<file path="src/rtl/rv_dmem_ctrl_if.sv">
// Pipeline-side request and word-wide memory bus seen by the data-memory controller.
// slave = the controller, master = the pipeline/memory environment driving it.
interface rv_dmem_ctrl_if #(
  parameter int XLEN = 32
);
  logic            i_dc_req_valid;
  logic            i_dc_req_wen;
  logic [2:0]      i_dc_req_func3;
  logic [XLEN-1:0] i_dc_req_addr;
  logic [XLEN-1:0] i_dc_req_wdata;
  logic            o_dc_stall;
  logic [XLEN-1:0] o_dc_rdata;
  logic            o_dc_rdata_valid;
  logic            o_dc_fault;
  logic            o_dc_bus_req;
  logic            o_dc_bus_we;
  logic [XLEN-1:0] o_dc_bus_addr;
  logic [3:0]      o_dc_bus_be;
  logic [XLEN-1:0] o_dc_bus_wdata;
  logic            i_dc_bus_gnt;
  logic            i_dc_bus_rvalid;
  logic [XLEN-1:0] i_dc_bus_rdata;
  logic            i_dc_bus_err;

  modport slave (
    input  i_dc_req_valid, i_dc_req_wen, i_dc_req_func3, i_dc_req_addr, i_dc_req_wdata,
    input  i_dc_bus_gnt, i_dc_bus_rvalid, i_dc_bus_rdata, i_dc_bus_err,
    output o_dc_stall, o_dc_rdata, o_dc_rdata_valid, o_dc_fault,
    output o_dc_bus_req, o_dc_bus_we, o_dc_bus_addr, o_dc_bus_be, o_dc_bus_wdata
  );

  modport master (
    output i_dc_req_valid, i_dc_req_wen, i_dc_req_func3, i_dc_req_addr, i_dc_req_wdata,
    output i_dc_bus_gnt, i_dc_bus_rvalid, i_dc_bus_rdata, i_dc_bus_err,
    input  o_dc_stall, o_dc_rdata, o_dc_rdata_valid, o_dc_fault,
    input  o_dc_bus_req, o_dc_bus_we, o_dc_bus_addr, o_dc_bus_be, o_dc_bus_wdata
  );
endinterface

</file>
<file path="src/rtl/rv_dmem_ctrl.sv">
// Data-memory controller: turns MEM-stage loads/stores into req/gnt/rvalid bus accesses.
//   state  | meaning
//   IDLE   | waiting for a request; illegal/misaligned ones fault here without bus access
//   REQ    | bus_req held with registered address/be/data until gnt
//   RDWAIT | load granted, waiting for rvalid
//   DONE   | access finished, stall released, result/fault visible for one cycle
module rv_dmem_ctrl #(
  parameter int XLEN           = 32,
  parameter int TIMEOUT_CYCLES = 255
) (
  input  logic              i_dc_clk,
  input  logic              i_dc_rstn,
  rv_dmem_ctrl_if.slave     dc
);

  typedef enum logic [1:0] {S_IDLE, S_REQ, S_RDWAIT, S_DONE} state_e;

  state_e          state_q, state_d;
  logic [7:0]      cnt_q;
  logic            bus_req_q, bus_we_q;
  logic [XLEN-1:0] bus_addr_q, bus_wdata_q;
  logic [3:0]      bus_be_q;
  logic [2:0]      func3_q;
  logic [1:0]      lane_q;
  logic [XLEN-1:0] rdata_q;
  logic            rdata_valid_q, fault_q;

  logic            illegal, misaligned, bad_req, accept, timeout;
  logic [1:0]      lane;
  logic [3:0]      be_calc;
  logic [XLEN-1:0] wdata_calc, load_ext;
  logic [7:0]      ld_byte;
  logic [15:0]     ld_half;

  always_comb begin
    lane       = dc.i_dc_req_addr[1:0];
    illegal    = (dc.i_dc_req_func3 == 3'b011) || (dc.i_dc_req_func3 == 3'b110) ||
                 (dc.i_dc_req_func3 == 3'b111) || (dc.i_dc_req_wen && dc.i_dc_req_func3[2]);
    misaligned = ((dc.i_dc_req_func3[1:0] == 2'b01) && lane[0]) ||
                 ((dc.i_dc_req_func3 == 3'b010) && (lane != 2'b00));
    bad_req    = illegal || misaligned;
    accept     = (state_q == S_IDLE) && dc.i_dc_req_valid && !bad_req;
    timeout    = (cnt_q == 8'(TIMEOUT_CYCLES - 1));
    case (dc.i_dc_req_func3[1:0])
      2'b00: begin
        be_calc    = 4'b0001 << lane;
        wdata_calc = {4{dc.i_dc_req_wdata[7:0]}};
      end
      2'b01: begin
        be_calc    = 4'b0011 << lane;
        wdata_calc = {2{dc.i_dc_req_wdata[15:0]}};
      end
      default: begin
        be_calc    = 4'b1111;
        wdata_calc = dc.i_dc_req_wdata;
      end
    endcase
  end

  always_comb begin
    ld_byte = dc.i_dc_bus_rdata[{lane_q, 3'b000} +: 8];
    ld_half = lane_q[1] ? dc.i_dc_bus_rdata[31:16] : dc.i_dc_bus_rdata[15:0];
    case (func3_q)
      3'b000:  load_ext = {{24{ld_byte[7]}}, ld_byte};
      3'b001:  load_ext = {{16{ld_half[15]}}, ld_half};
      3'b100:  load_ext = {24'd0, ld_byte};
      3'b101:  load_ext = {16'd0, ld_half};
      default: load_ext = dc.i_dc_bus_rdata;
    endcase
  end

  always_comb begin
    state_d = state_q;
    case (state_q)
      S_IDLE:   if (accept) state_d = S_REQ;
      S_REQ: begin
        if (dc.i_dc_bus_gnt) state_d = (bus_we_q || dc.i_dc_bus_err) ? S_DONE : S_RDWAIT;
        else if (timeout)    state_d = S_DONE;
      end
      S_RDWAIT: if (dc.i_dc_bus_rvalid || timeout) state_d = S_DONE;
      default:  state_d = S_IDLE;
    endcase
  end

  always_ff @(posedge i_dc_clk or negedge i_dc_rstn) begin
    if (!i_dc_rstn) state_q <= S_IDLE;
    else            state_q <= state_d;
  end

  always_ff @(posedge i_dc_clk or negedge i_dc_rstn) begin
    if (!i_dc_rstn) begin
      cnt_q         <= '0;
      bus_req_q     <= 1'b0;
      bus_we_q      <= 1'b0;
      bus_addr_q    <= '0;
      bus_be_q      <= '0;
      bus_wdata_q   <= '0;
      func3_q       <= '0;
      lane_q        <= '0;
      rdata_q       <= '0;
      rdata_valid_q <= 1'b0;
      fault_q       <= 1'b0;
    end else begin
      rdata_valid_q <= 1'b0;
      fault_q       <= 1'b0;
      case (state_q)
        S_IDLE: begin
          if (accept) begin
            cnt_q       <= '0;
            bus_req_q   <= 1'b1;
            bus_we_q    <= dc.i_dc_req_wen;
            bus_addr_q  <= {dc.i_dc_req_addr[XLEN-1:2], 2'b00};
            bus_be_q    <= be_calc;
            bus_wdata_q <= wdata_calc;
            func3_q     <= dc.i_dc_req_func3;
            lane_q      <= lane;
          end
        end
        S_REQ: begin
          cnt_q <= cnt_q + 8'd1;
          if (dc.i_dc_bus_gnt || timeout) begin
            bus_req_q   <= 1'b0;
            bus_we_q    <= 1'b0;
            bus_addr_q  <= '0;
            bus_be_q    <= '0;
            bus_wdata_q <= '0;
            // any bus fault, store or load, clears the load result register
            if (!dc.i_dc_bus_gnt || dc.i_dc_bus_err) begin
              fault_q <= 1'b1;
              rdata_q <= '0;
            end
          end
        end
        S_RDWAIT: begin
          cnt_q <= cnt_q + 8'd1;
          if (dc.i_dc_bus_rvalid && !dc.i_dc_bus_err) begin
            rdata_q       <= load_ext;
            rdata_valid_q <= 1'b1;
          end else if (dc.i_dc_bus_rvalid || timeout) begin
            rdata_q <= '0;
            fault_q <= 1'b1;
          end
        end
        default: ;
      endcase
    end
  end

  // stall and IDLE-time fault are combinational, so they are gated by reset as well
  assign dc.o_dc_stall       = i_dc_rstn && (accept || (state_q == S_REQ) || (state_q == S_RDWAIT));
  assign dc.o_dc_fault       = i_dc_rstn && (fault_q ||
                               ((state_q == S_IDLE) && dc.i_dc_req_valid && bad_req));
  assign dc.o_dc_rdata       = rdata_q;
  assign dc.o_dc_rdata_valid = rdata_valid_q;
  assign dc.o_dc_bus_req     = bus_req_q;
  assign dc.o_dc_bus_we      = bus_we_q;
  assign dc.o_dc_bus_addr    = bus_addr_q;
  assign dc.o_dc_bus_be      = bus_be_q;
  assign dc.o_dc_bus_wdata   = bus_wdata_q;

endmodule

</file>
<file path="src/flat_wrapper.sv">
// flat-port wrapper written by rule: the top's interface ports become plain ports
module rv_dmem_ctrl_flat 
#(
  parameter int XLEN           = 32,
  parameter int TIMEOUT_CYCLES = 255
)
  (i_dc_clk, i_dc_rstn, dc_i_dc_req_valid, dc_i_dc_req_wen, dc_i_dc_req_func3, dc_i_dc_req_addr, dc_i_dc_req_wdata, dc_i_dc_bus_gnt, dc_i_dc_bus_rvalid, dc_i_dc_bus_rdata, dc_i_dc_bus_err, dc_o_dc_stall, dc_o_dc_rdata, dc_o_dc_rdata_valid, dc_o_dc_fault, dc_o_dc_bus_req, dc_o_dc_bus_we, dc_o_dc_bus_addr, dc_o_dc_bus_be, dc_o_dc_bus_wdata);
  rv_dmem_ctrl_if #(.XLEN(XLEN)) dc_i ();
  input  logic i_dc_clk;
  input  logic i_dc_rstn;
  input wire logic [$bits(dc_i.i_dc_req_valid)-1:0] dc_i_dc_req_valid;
  input wire logic [$bits(dc_i.i_dc_req_wen)-1:0] dc_i_dc_req_wen;
  input wire logic [$bits(dc_i.i_dc_req_func3)-1:0] dc_i_dc_req_func3;
  input wire logic [$bits(dc_i.i_dc_req_addr)-1:0] dc_i_dc_req_addr;
  input wire logic [$bits(dc_i.i_dc_req_wdata)-1:0] dc_i_dc_req_wdata;
  input wire logic [$bits(dc_i.i_dc_bus_gnt)-1:0] dc_i_dc_bus_gnt;
  input wire logic [$bits(dc_i.i_dc_bus_rvalid)-1:0] dc_i_dc_bus_rvalid;
  input wire logic [$bits(dc_i.i_dc_bus_rdata)-1:0] dc_i_dc_bus_rdata;
  input wire logic [$bits(dc_i.i_dc_bus_err)-1:0] dc_i_dc_bus_err;
  output wire logic [$bits(dc_i.o_dc_stall)-1:0] dc_o_dc_stall;
  output wire logic [$bits(dc_i.o_dc_rdata)-1:0] dc_o_dc_rdata;
  output wire logic [$bits(dc_i.o_dc_rdata_valid)-1:0] dc_o_dc_rdata_valid;
  output wire logic [$bits(dc_i.o_dc_fault)-1:0] dc_o_dc_fault;
  output wire logic [$bits(dc_i.o_dc_bus_req)-1:0] dc_o_dc_bus_req;
  output wire logic [$bits(dc_i.o_dc_bus_we)-1:0] dc_o_dc_bus_we;
  output wire logic [$bits(dc_i.o_dc_bus_addr)-1:0] dc_o_dc_bus_addr;
  output wire logic [$bits(dc_i.o_dc_bus_be)-1:0] dc_o_dc_bus_be;
  output wire logic [$bits(dc_i.o_dc_bus_wdata)-1:0] dc_o_dc_bus_wdata;
  assign dc_i.i_dc_req_valid = dc_i_dc_req_valid;
  assign dc_i.i_dc_req_wen = dc_i_dc_req_wen;
  assign dc_i.i_dc_req_func3 = dc_i_dc_req_func3;
  assign dc_i.i_dc_req_addr = dc_i_dc_req_addr;
  assign dc_i.i_dc_req_wdata = dc_i_dc_req_wdata;
  assign dc_i.i_dc_bus_gnt = dc_i_dc_bus_gnt;
  assign dc_i.i_dc_bus_rvalid = dc_i_dc_bus_rvalid;
  assign dc_i.i_dc_bus_rdata = dc_i_dc_bus_rdata;
  assign dc_i.i_dc_bus_err = dc_i_dc_bus_err;
  assign dc_o_dc_stall = dc_i.o_dc_stall;
  assign dc_o_dc_rdata = dc_i.o_dc_rdata;
  assign dc_o_dc_rdata_valid = dc_i.o_dc_rdata_valid;
  assign dc_o_dc_fault = dc_i.o_dc_fault;
  assign dc_o_dc_bus_req = dc_i.o_dc_bus_req;
  assign dc_o_dc_bus_we = dc_i.o_dc_bus_we;
  assign dc_o_dc_bus_addr = dc_i.o_dc_bus_addr;
  assign dc_o_dc_bus_be = dc_i.o_dc_bus_be;
  assign dc_o_dc_bus_wdata = dc_i.o_dc_bus_wdata;
  rv_dmem_ctrl #(.XLEN(XLEN), .TIMEOUT_CYCLES(TIMEOUT_CYCLES)) u_core (.i_dc_clk(i_dc_clk), .i_dc_rstn(i_dc_rstn), .dc(dc_i));
endmodule
</file>
<file path="config.mk">
export PLATFORM = sky130hd
export DESIGN_NAME = rv_dmem_ctrl_flat
export DESIGN_NICKNAME = d
export VERILOG_FILES = /design/src/rtl/rv_dmem_ctrl_if.sv /design/src/rtl/rv_dmem_ctrl.sv /design/src/flat_wrapper.sv
export SDC_FILE = /design/constraint.sdc
export NUM_CORES = 1
export LEC_CHECK = 0
export ABC_AREA = 1
export CAP_MARGIN = 40
export CORE_MARGIN = 2
export CORE_UTILIZATION = 42
export CTS_CLUSTER_SIZE = 20
export DETAILED_ROUTE_END_ITERATION = 10
export PLACE_DENSITY = 0.78
export SLEW_MARGIN = 25
export SYNTH_ARGS = -nofsm -noshare
export SYNTH_HDL_FRONTEND = slang
export SYNTH_SLANG_ARGS = --single-unit
</file>
<file path="constraint.sdc">
create_clock -name i_dc_clk -period 1.7 [get_ports i_dc_clk]
set_clock_uncertainty 0.2 [all_clocks]
set_input_delay 0.34 -clock i_dc_clk [delete_from_list [all_inputs] [get_ports i_dc_clk]]
set_output_delay 0.34 -clock i_dc_clk [all_outputs]
set_load 0.01 [all_outputs]
</file>
# After elaboration in Yosys (flattened, before gate mapping)
# Index checks and enable logic that the tools add are counted.
[totals]
reg_bits = 119
input_bits = 106
output_inout_bits = 105
wordCells = 107
[op_classes]
n_addsub = 1
eq_ne = 17
n_shift = 3
mux = 37
reduce_logical = 37
[op_table]
columns = ["op", "n"]
rows = [
  ["32-bit case mux with 2 select lines", 4],
  ["32-bit two-way mux", 7],
  ["32-bit case mux with 4 select lines", 1],
  ["32-bit by 6-bit indexed part select with 8-bit output", 1],
  ["16-bit two-way mux", 1],
  ["4-bit case mux with 2 select lines", 2],
  ["8-bit case mux with 2 select lines", 1],
  ["3-bit == test (second input constant)", 4],
  ["1-bit logical OR", 12],
  ["1-bit two-way mux", 10],
  ["1-bit logical AND", 9],
  ["8-bit by 1-bit adder with 8-bit output (second input constant)", 1],
  ["8-bit == test (second input constant)", 1],
  ["2-bit two-way mux", 4],
  ["4-bit two-way mux", 2],
  ["8-bit two-way mux", 1],
  ["2-bit by 1-bit inequality test with 1-bit output (second input constant)", 4],
  ["2-bit nonzero test", 4],
  ["3-bit by 2-bit == test with 1-bit output (second input constant)", 2],
  ["1-bit case mux with 2 select lines", 3],
  ["2-bit case mux with 3 select lines", 1],
  ["3-bit AND reduction", 2],
  ["2-bit by 1-bit == test with 1-bit output (second input constant)", 2],
  ["2-bit zero test", 2],
  ["11 further kinds", 14],
]

# Logic depth before layout (Yosys ltp)
# Gate-level depths: netlist of run 1.
[depth]
word_depth = 10
depth_mapped = 11
mapped_depth_nobuf = 11

# Worst setup path before layout of run 1
# No wires, ideal clock.
[synth_timing]
kind = "register to register"
start = "reg u_core.state_q[1]"
end = "reg u_core.rdata_q[10] (netlist: u_core.dc.o_dc_rdata[10])"
setup_ns = 0.066
arrival_time_ns = 1.533
required_time_ns = 1.434
setup_slack_ns = -0.098
stages_incl_launch_ff = 10
n_path_buf = 1
period_less_slack_ns = 1.798
cell_sequence = "dfrtp_1 > inv_1 > ha_1 > inv_2 > nor2_1 > nand2_4 > nand2_2 > clkbuf_1 > o21ai_0 > nand2_1"
[synth_via]
elab_chain_len = 3
elab_cells_between_ends = 8
classes_between = "eq/ne: 5; mux: 1; reduce/logical: 2"
[synth_lines]
columns = ["element", "line_no", "text"]
rows = [
  ["start, declared", "rv_dmem_ctrl.sv:18", "state_e state_q, state_d;"],
  ["start signal, assigned", "rv_dmem_ctrl.sv:87", "else state_q <= state_d;"],
  ["2-bit == test / 2-bit by 1-bit == test with 1-bit output (equally long branches)", "rv_dmem_ctrl.sv:106", "case (state_q)"],
  ["3-bit by 1-bit inequality test with 1-bit output (no source line) (tied with other cells)", "-", ""],
  ["4-bit AND reduction (no source line)", "-", ""],
  ["end signal, assigned", "rv_dmem_ctrl.sv:137", "rdata_q <= load_ext;"],
  ["end, declared", "rv_dmem_ctrl.sv:25", "logic [XLEN-1:0] rdata_q;"],
]
# Several ways; a longest one is shown, not always the timed one.
# A chain may end at the register's enable or synchronous reset.

# Worst setup path after layout of run 1
[layout_timing]
start = "reg u_core.state_q[1]"
end = "out dc_o_dc_stall"
[layout_via]
elab_chain_len = 6
elab_cells_between_ends = 8
classes_between = "eq/ne: 2; reduce/logical: 6"
[layout_lines]
columns = ["element", "line_no", "text"]
rows = [
  ["2-bit zero test", "rv_dmem_ctrl.sv:42", "accept = (state_q == S_IDLE) && dc.i_dc_req_valid && !bad_req;"],
  ["1-bit logical AND (2 in series)", "rv_dmem_ctrl.sv:42", ""],
  ["1-bit logical OR", "rv_dmem_ctrl.sv:150", "assign dc.o_dc_stall = i_dc_rstn && (accept || (state_q == S_REQ) || (state_q == S_RDWAIT));"],
  ["1-bit logical OR *", "rv_dmem_ctrl.sv:150", ""],
  ["1-bit logical AND *", "rv_dmem_ctrl.sv:150", ""],
  ["end, declared", "flat_wrapper.sv:20", "output wire logic [$bits(dc_i.o_dc_stall)-1:0] dc_o_dc_stall;"],
]
# Every way passes the cells marked *; elsewhere a longest branch is shown, timed or not.

==> results.md, run 1 <==
- Status: finished, violations left
- Violated checks: negative setup slack
- WHS Path Cells: 4
- Hold_sp: dc_i_dc_req_wen
- Pwr/cell area: between 1500 and 2000 mW/mm^2
- Total Neg Setup Slack: -26.73 ns
- Register area share after synthesis: 0.456
- Port bufs: roughly 210
- # setup viols final: between 100 and 150
- Yosys reg bits: about 120
- First-pass GRT wire length: around 35,000 um
- Largest net degree at the start of global routing: 37
- Cells after Synth: around 880
- Dpl cell area: roughly 0.0091 mm^2
- WL final: around 25,000 um
- Fmax: about 480 MHz
- DR iter-0 viols: roughly 740
- # H-tree levels: 4
- Final Cell Area: ~0.011 mm^2
- Antenna-violating nets left: 0
- Synth Warn #: 0
- RSZ-0062 raised after global routing: yes
- CP max FO: 2
- Hold WC Path Type: in2reg
- Die X: around 130 um
- PnR worst setup slack: -0.376 ns
- Endpoint class of the critical path: output pin
- TritonCTS clock tree: built
- Max-slew violations: 0
- Reg2reg end: u_core.dc.o_dc_bus_wdata[28]
- Die area: between 0.015 and 0.02 mm^2
- R2R setup slack: -0.32 ns
- Gr ovfl total: 0
- Max cap viols: 0
- DR WL/cell: 18.5 um
- Area grow syn2layout: 67.9%
- Fin. Hold Viols: 0
- Die height: roughly 130 um
- Core box area: 0.0151 mm^2
- Synth area leader: dfrtp_1
- I/O pins: ~210
- Clock root buffer: clkbuf_16
- DP HPWL: 13,900 um
- CP Data Arrival Time: between 1.5 and 2 ns
- Num CTS Buffers: 17
- Min Hold Slack: between 0.1 and 0.15 ns
- Syn Area/Cell: 7.28 um^2
- Via density: roughly 5.5
- Fin crit share: 1.22
- Hold endpoint: u_core.dc.o_dc_bus_we
- Vias: 7,493
- Synth area leaders: dfrtp_1 (46%), nand2_1 (19%), nand3_1 (6.6%)
- Number of global-route vias before repair: 6,936
- Post-synth design cell area: around 0.0064 mm^2
- Clk sinks: between 100 and 150
- Routability-driven placement congestion ratio: between 0.8 and 0.9
- R2r startpoint: u_core.state_q[0]
- Required @ worst endpoint: between 1 and 1.5 ns
- Gr usage total: 0.277
- Core Util, Final: 0.715
- Final Net Count: around 1,300
- Synth unique cells: 27
- Share of the synthesized area in the top cell type: 0.456
- 1st-pass router iterations: 5
- Clock latency on the worst-skew pair: 0.42 ns
- CTS Buffer Depth: 2
- Final non-filler cell total: 1,363
- DRC viols: 0
- Static Leak: around 5.6 nW
- Initial core utilization: 0.426
- DP Cell Count: 1,290
- Clock-pin slew on the worst setup and hold paths: about 0.05 ns
- Row cnt: 45
- Initial antenna violation count: 2
- Worst Setup Path Type: reg2out
- Worst vdd ir: approximately 0.0012 V
- CP Launch Type: flop
- Share of cells above drive strength 1: 0.220
- R2R cell count: 12
- Min cycle time layout: 2.08 ns
-- per-stage QoR --
| step | setup slack (ns) | total power [mW] |
|---|---|---|
| after floorplan | -0.0432 | 9.09 |
| after detailed placement | -0.873 | 13.1 |
| after global placement | -0.856 | 12.9 |
| final | -0.376 | 19.6 |
| after CTS | -0.373 | 18.0 |
| after global routing | -0.443 | 20.6 |
-- per-layer routing --
metal | vias up | wire (um) | GRT usage
li1 | 3409 | - | -
met1 | 3541 | 9610 | 0.342
met2 | 446 | 12300 | 0.456
met3 | 97 | 2330 | 0.0768
met4 | 0 | 918 | 0.123
met5 | - | 0 | 0
-- critical path, stage by stage (launching register included) --
cell	delay, ns
dfrtp_1	0.40
inv_2	0.09
ha_4	0.14
nand2_4	0.05
inv_2	0.06
nand3_2	0.09
nand3_2	0.07
nand2_1	0.05
inv_1	0.06
buf_6	0.11
-- worst max-delay path by stage --
stage | from | endpoint | slack [ns] | cells after the start
after floorplan | u_core.state_q[0] | u_core.dc.o_dc_bus_addr[28] | -0.04 | 11
after global placement | dc_i_dc_req_func3[1] | dc_o_dc_stall | -0.86 | 10
after detailed placement | dc_i_dc_req_func3[1] | dc_o_dc_stall | -0.87 | 10
after CTS | u_core.state_q[1] | dc_o_dc_stall | -0.37 | 9
after global routing | u_core.state_q[0] | dc_o_dc_stall | -0.44 | 9
final | u_core.state_q[1] | dc_o_dc_stall | -0.38 | 9
-- timing repair --
item,in CTS,in global routing
setup buffers,13,13
pin swaps,5,28
hold buffers,1,0
endpoints found under the hold margin,81,0
gates cloned,11,8
endpoints found under the setup margin,211,116
resized for setup,189,114
-- state kept, by name (all words and copies together), names as in the netlist --
| signal | flops |
|---|---|
| u_core.dc.o_dc_bus_wdata | 32 |
| u_core.dc.o_dc_rdata | 32 |
| u_core.dc.o_dc_bus_addr | 30 |
| u_core.cnt_q | 8 |
| u_core.dc.o_dc_bus_be | 4 |
| u_core.func3_q | 3 |
| u_core.lane_q | 2 |
| u_core.state_q | 2 |
| u_core.dc.o_dc_bus_req | 1 |
| u_core.dc.o_dc_bus_we | 1 |
| u_core.dc.o_dc_rdata_valid | 1 |
| u_core.fault_q | 1 |
-- synth_stat cells, drive strengths merged --
cell type,instances
nand2,324
dfrtp,117
nand3,86
o21ai,83
nor2,69
inv,51
a21oi,34
nand3b,32
buf,28
clkbuf,28
o211ai,8
nor3,7
ha,6
xor2,6
o21a,2
conb,1
or2,1
-- power by group --
group	total [mW]	leakage, nW	internal [mW]	switching [mW]
Combinational	11.5	3.84	5.11	6.39
Sequential	4.52	1.53	3.84	0.683
Clock	3.54	0.275	2.18	1.35
Total	19.6	5.64	11.1	8.42
-- cell families after synthesis --
group / after synthesis / synth area share
other cells: 1 / 0.000584
simple gates: 519 / 0.347
fa+ha+maj: 6 / 0.0117
buf+inv: 107 / 0.0744
compound gates: 127 / 0.103
flops: 117 / 0.456
xor+xnor: 6 / 0.00818
-- placed cells by master (no fill, tap or decap), types with 37 or more instances in the layout --
cell             Yosys  final
nand3_1             85     43
clkdlybuf4s50_1      0    100
dfrtp_1            117    117
nand2_1            318    278
dlygate4sd2_1        0     95
nor2_1              65     63
inv_1               44     37
o21ai_0             82     68
nand3_2              1     39
buf_4               10     57
-- cell type report --
class                           count  area [um^2]
Inverter                           51          194
Tap cell                          188          235
Multi-Input combinational cell    660         3560
Sequential cell                   117         2930
Antenna cell                        2         5.00
Fill cell                        1107         4300
Clock buffer                       19          443
Timing Repair Buffer              313         3290
Clock inverter                     13          133
(Power assumes the default switching activity.)
==> run 2: changes to the inputs <==
--- a/config.mk
+++ b/config.mk
@@ -6,12 +6,13 @@
 export NUM_CORES = 1
 export LEC_CHECK = 0
 export ABC_AREA = 1
-export CAP_MARGIN = 40
+export CAP_MARGIN = 20
 export CORE_MARGIN = 2
 export CORE_UTILIZATION = 42
 export CTS_CLUSTER_SIZE = 20
 export DETAILED_ROUTE_END_ITERATION = 10
 export PLACE_DENSITY = 0.78
+export SKIP_LAST_GASP = 1
 export SLEW_MARGIN = 25
 export SYNTH_ARGS = -nofsm -noshare
 export SYNTH_HDL_FRONTEND = slang
==> results.md, run 2 (synthesis results as in run 1) <==
- Largest net degree at the start of global routing: around 70
- DP Cell Count: 1,289
- Antenna-violating nets left: 0
- Gr ovfl total: 0
- CP Launch Type: flop
- Crit path largest cell delay: 0.39 ns
- 1st-pass router iterations: 6
- Vias: approximately 7,900
- Fin crit share: 1.27
- Static Leak: 5.91 nW
- Port bufs: roughly 210
- Worst vdd ir: about 0.001 V
- Status: finished, violations left
- Via density: between 5 and 6
- Max cap viols: 0
- Crit path max-delay family: buffers and inverters
- Total power: roughly 22 mW
- Gr usage total: 0.322
- Core box area: around 0.015 mm^2
- Final Cell Area: approximately 0.011 mm^2
- I/O pins: 211
- DR iter-0 viols: 1,054
- Most common cell after layout, fill and taps aside: nand2_1
- Die area: around 0.016 mm^2
- Num CTS Buffers: 17
- Die X: 128 um
- CP Data Arrival Time: roughly 2.3 ns
- Worst Path Buf+Inv: 7
- Area grow syn2layout: 76.9%
- CTS Buffer Depth: 2
- Max-slew violations: 0
- DR WL/cell: 20.8 um
- Required @ worst endpoint: between 1.5 and 2 ns
- Initial antenna violation count: 0
- Pwr/cell area: 1910 mW/mm^2
- # setup viols final: about 120
- Commonest non-fill, non-tap cells in the layout: nand2_1 (241), dfrtp_1 (117), dlygate4sd2_1 (104), clkdlybuf4s50_1 (99), nor2_1 (62)
- Initial core utilization: 0.426
- Relative max-transition margin: 0.402
- Endpoint class of the critical path: flop
- Crit-path slowest cell: dfrtp_1
- Final non-filler cell total: ~1,400
- Clock root buffer: clkbuf_16
- Dpl cell area: 0.00908 mm^2
- Slew @ Worst Pin: between 0.8 and 0.9 ns
- Routability-driven placement congestion ratio: 0.853
- # H-tree levels: 4
- Violated checks: negative setup slack
- Hold WC Path Type: in2async
- Row cnt: 45
- First-pass GRT wire length: about 41,000 um
- Clk sinks: approximately 120
- Number of global-route vias before repair: just under 8,000
- Crit path top cell by count: buf_6
- WL final: about 29,000 um
- Share of cells above drive strength 1: 0.272
- CP cell instances: inv_2 -> buf_6 -> ha_4 -> inv_2 -> buf_6 -> nor2_4 -> nand2_4 -> buf_6 -> nand2_8 -> buf_12 -> buf_12 -> nand2_1 -> nand2_1
- Worst Setup Path Type: reg2reg
- TritonCTS clock tree: built
- DRC viols: 0
- Die height: between 100 and 150 um
- Final Net Count: 1,289
- Fin. Hold Viols: 0
- DP HPWL: 13,800 um
- Min cycle time layout: between 2 and 2.5 ns
- PnR worst setup slack: -0.466 ns
- RSZ-0062 raised after global routing: yes
- Clock-pin slew on the worst setup and hold paths: 0.06 ns
- Fmax: approximately 460 MHz
- ANT cells: 0
- # fillers: approximately 1,000
- CP max FO: 7
- Clock latency on the worst-skew pair: between 0.4 and 0.5 ns
==> run 2: cell types whose count changed in the layout (fill, tap and decap cells not counted), moves of 3 or more <==
cell	before	now
o21ai_1	11	5
o21ai_0	68	52
nand2_1	278	241
o21ai_2	2	25
nand3_2	39	28
nand2_4	15	19
clkinvlp_4	4	1
nand3_1	43	56
dlygate4sd2_1	95	104
nand2_2	29	60
clkdlybuf4s15_1	8	0
buf_12	12	24
==> run 2: cell type report <==
class,count,area (um^2),share of cell area
repair buffers,330,3670,0.323
flip-flops and latches,117,2930,0.258
clock buffers,21,470,0.0414
inverters,51,199,0.0175
well taps,188,235,0.0207
multi-input cells,660,3710,0.327
clock inverters,10,153,0.0134
==> run 2: layer usage <==
layer / wire [um] / vias to the layer above / track usage
met3: 2860 / 163 / 0.0876
met5: 0 / - / 0
li1: - / 3454 / -
met2: 13600 / 566 / 0.526
met1: 10600 / 3720 / 0.382
met4: 1640 / 0 / 0.190
==> run 2: timing repair <==
item                                   4_1_cts  5_1_grt
buffers inserted                            25       15
setup endpoints to repair                  213      114
gates resized for setup                    262      131
endpoints found under the hold margin       50        0
hold buffers                                 1        0
pin swaps                                  100       50
cloned                                      21       10
==> run 2: stage by stage <==
stage          setup slack (ns)  hold WS (ns)   util  TNS, ns
6_report                 -0.466        0.0101  0.753   -40.02
5_1_grt                  -0.536         0.100  0.753   -48.82
4_1_cts                  -0.370        0.0171  0.719   -25.01
2_1_floorplan           -0.0432        -0.156      -    -1.13
3_3_place_gp             -0.856         0.197  0.602   -55.61
3_5_place_dp             -0.875         0.205  0.602   -58.31
==> run 2: path summary, 6_finish.rpt <==
path / startpoint / slack [ns] / end / cells past startpoint
worst max-delay path: u_core.state_q[1] / -0.47 / u_core.dc.o_dc_bus_addr[24] / 13
worst min-delay path: i_dc_rstn / 0.01 / u_core.dc.o_dc_rdata[15] / 2
worst max register to register: u_core.state_q[1] / -0.47 / u_core.dc.o_dc_bus_addr[24] / 13
worst min register to register: u_core.dc.o_dc_bus_addr[10] / 0.26 / u_core.dc.o_dc_bus_addr[10] / 2
max in group asynchronous: i_dc_rstn / 0.55 / u_core.dc.o_dc_bus_wdata[25] / 3
min in group i_dc_clk: dc_i_dc_req_addr[0] / 0.24 / u_core.dc.o_dc_bus_be[0] / 6
==> run 2: power breakdown <==
group | leakage (nW) | switching (mW) | internal [mW] | total [mW]
Combinational | 4.07 | 7.04 | 6.08 | 13.1
Sequential | 1.53 | 0.818 | 3.84 | 4.66
Clock | 0.308 | 1.36 | 2.55 | 3.91
==> variant, RTL diff (settings of run 2) <==
Reset style: synchronous (`i_dc_rstn`), changed in 2 clocked blocks.
--- a/src/rtl/rv_dmem_ctrl.sv
+++ b/src/rtl/rv_dmem_ctrl.sv
@@ -83,10 +83,10 @@
   end
 
-  always_ff @(posedge i_dc_clk or negedge i_dc_rstn) begin
+  always_ff @(posedge i_dc_clk) begin
     if (!i_dc_rstn) state_q <= S_IDLE;
     else            state_q <= state_d;
   end
 
-  always_ff @(posedge i_dc_clk or negedge i_dc_rstn) begin
+  always_ff @(posedge i_dc_clk) begin
     if (!i_dc_rstn) begin
       cnt_q         <= '0;
Check against the original RTL: differs if i_dc_rstn is asserted again (counterexample within 4 cycles, from zero or initial values and one cycle with i_dc_rstn low); with i_dc_rstn held inactive, the same outputs for 4 cycles.
==> variant against run 2 <==
  * The flow still finishes with violations (setup timing)
  * Synthesized cell count increased by 1.0%
  * Wire length grew 0.44%
  * First-iteration DRC count down 13%
  * Worst setup slack better by 0.13 ns
  * Final area is 1.2% higher
  * Worst hold slack better by 0.20 ns
  * Sequential cell count unchanged
  * Total power shrank 24%
  * Area after synthesis shrank 6.5%
==> variant: results (changes against run 2) <==
| Metric | Value |
|---|---|
| Reg-to-reg setup timing slack | -0.32 ns (+0.15 ns) |
| Worst setup margin | -0.3367 ns (+0.1289 ns) |
| Slowest stage delay, CP | 0.32 ns (-0.07 ns) |
| Filler cell count | 830 (-18%) |
| Worst slew margin | 56.43% (+16 points) |
| Pleak | 5.041 nW (-15%) |
| Max FO, Critical Path | 3 (-4) |
| Vias per inst | 5.872 (+2.3%) |
| Syn Area/Cell | 6.736 µm² (-7.4%) |
| Failing checks | setup timing |
| Post-Place Worst Slack | -0.8650 ns (+0.01037 ns) |
| Async S/R FF share, synth | 0% (-100 points) |
| Detailed Place HPWL | 13720 µm (-0.82%) |
| First-pass GRT wire length | 35450 µm (-13%) |
| VDD IR max | 758.9 µV (-24%) |
| Critical Path Slowest Stage Cell | dfxtp_2 |
| Sequential area share after synthesis | 38.98% (-6.6 points) |
| Initial DRC count | 912 (-13%) |
| Finish-stage setup viols | 113 (-6.6%) |
| Cell Count, Final, Fillers Out | 1395 (+1.3%) |
| Synth cell types | 29 (+7.4%) |
| Worst Path Arrival | 1.50 ns (-0.82 ns) |
| Hold WS | 0.2119 ns (+0.2018 ns) |
| Fin nets | 1314 (+1.9%) |
| Drt pass-1 iters | 8 (+2) |
| Layout cell share with drive strength beyond 1 | 33.58% (+6.3 points) |
| Run status | complete, but fails checks |
## variant: changes by cell type after synthesis, moves of 11 or more
cell / delta
nand2_1: -110
o21ai_0: -44
o21ai_1: +11
dfrtp_1: -117
nor3_1: +13
a21oi_1: +101
dfxtp_1: +117
nor2_1: +27
## variant: per-stage QoR
| step | setup TNS, ns | power [mW] |
|---|---|---|
| 3_3_place_gp | -60.86 | 8.715 |
| 6_report | -25.90 | 16.39 |
| 3_5_place_dp | -63.93 | 8.774 |
| 2_1_floorplan | -0.03167 | 6.495 |
| 5_1_grt | -33.00 | 16.94 |
| 4_1_cts | -19.84 | 13.78 |
## variant: metal layers
| metal | track usage, % | vias up |
|---|---|---|
| met5 | 0 | - |
| met4 | 13.71 | 0 |
| met3 | 7.372 | 145 |
| met2 | 48.49 | 593 |
| met1 | 37.10 | 3892 |
| li1 | - | 3561 |
## variant: layout make-up
type / instances / area [µm²] / area share (%)
Clock buffer: 20 / 446.7 / 3.883
Sequential cell: 117 / 2347 / 20.40
Inverter: 55 / 216.5 / 1.881
Multi-Input combinational cell: 657 / 4214 / 36.63
Timing Repair Buffer: 354 / 3901 / 33.91
Clock inverter: 12 / 153.9 / 1.338
Tap cell: 180 / 225.2 / 1.958
## variant: kinds of logic after synthesis
logic type	synth area share, %
and+or+nand+nor	33.05
other	0.06241
DFF	38.98
adders and majority gates	1.249
xor gates and xnor gates	0.8746
buffers and inverters	9.163
AOI/OAI and AO/OA	16.62
## variant: repair_timing
item	CTS	global route
pin swaps	29	89
resized for setup	191	251
endpoints found under the setup margin	214	114
hold buffers	0	0
buffers inserted	11	27
gates cloned	15	15
## variant: final timing paths
| check | from | endpoint | depth (start not counted) |
|---|---|---|---|
| max reg2reg | u_core.state_q[1] | u_core.dc.o_dc_rdata[30] | 14 |
| min reg2reg | u_core.dc.o_dc_bus_addr[20] | u_core.dc.o_dc_bus_addr[20] | 2 |
| max | u_core.state_q[1] | dc_o_dc_stall | 6 |
| min | dc_i_dc_req_func3[2] | u_core.func3_q[2] | 3 |
## variant: critical path: cells and delay by family, from the launching register on
family / cells / cell delay, ns
buf+inv: 4 / 0.50
flops: 1 / 0.32
fa+ha+maj: 1 / 0.16
compound gates: 1 / 0.09
## variant: report_power, final
| part | leakage [nW] | switching [mW] | internal, mW |
|---|---|---|---|
| clock | 0.286 | 1.43 | 2.34 |
| sequential | 0.953 | 0.370 | 3.25 |
| combinational | 3.80 | 4.65 | 4.35 |
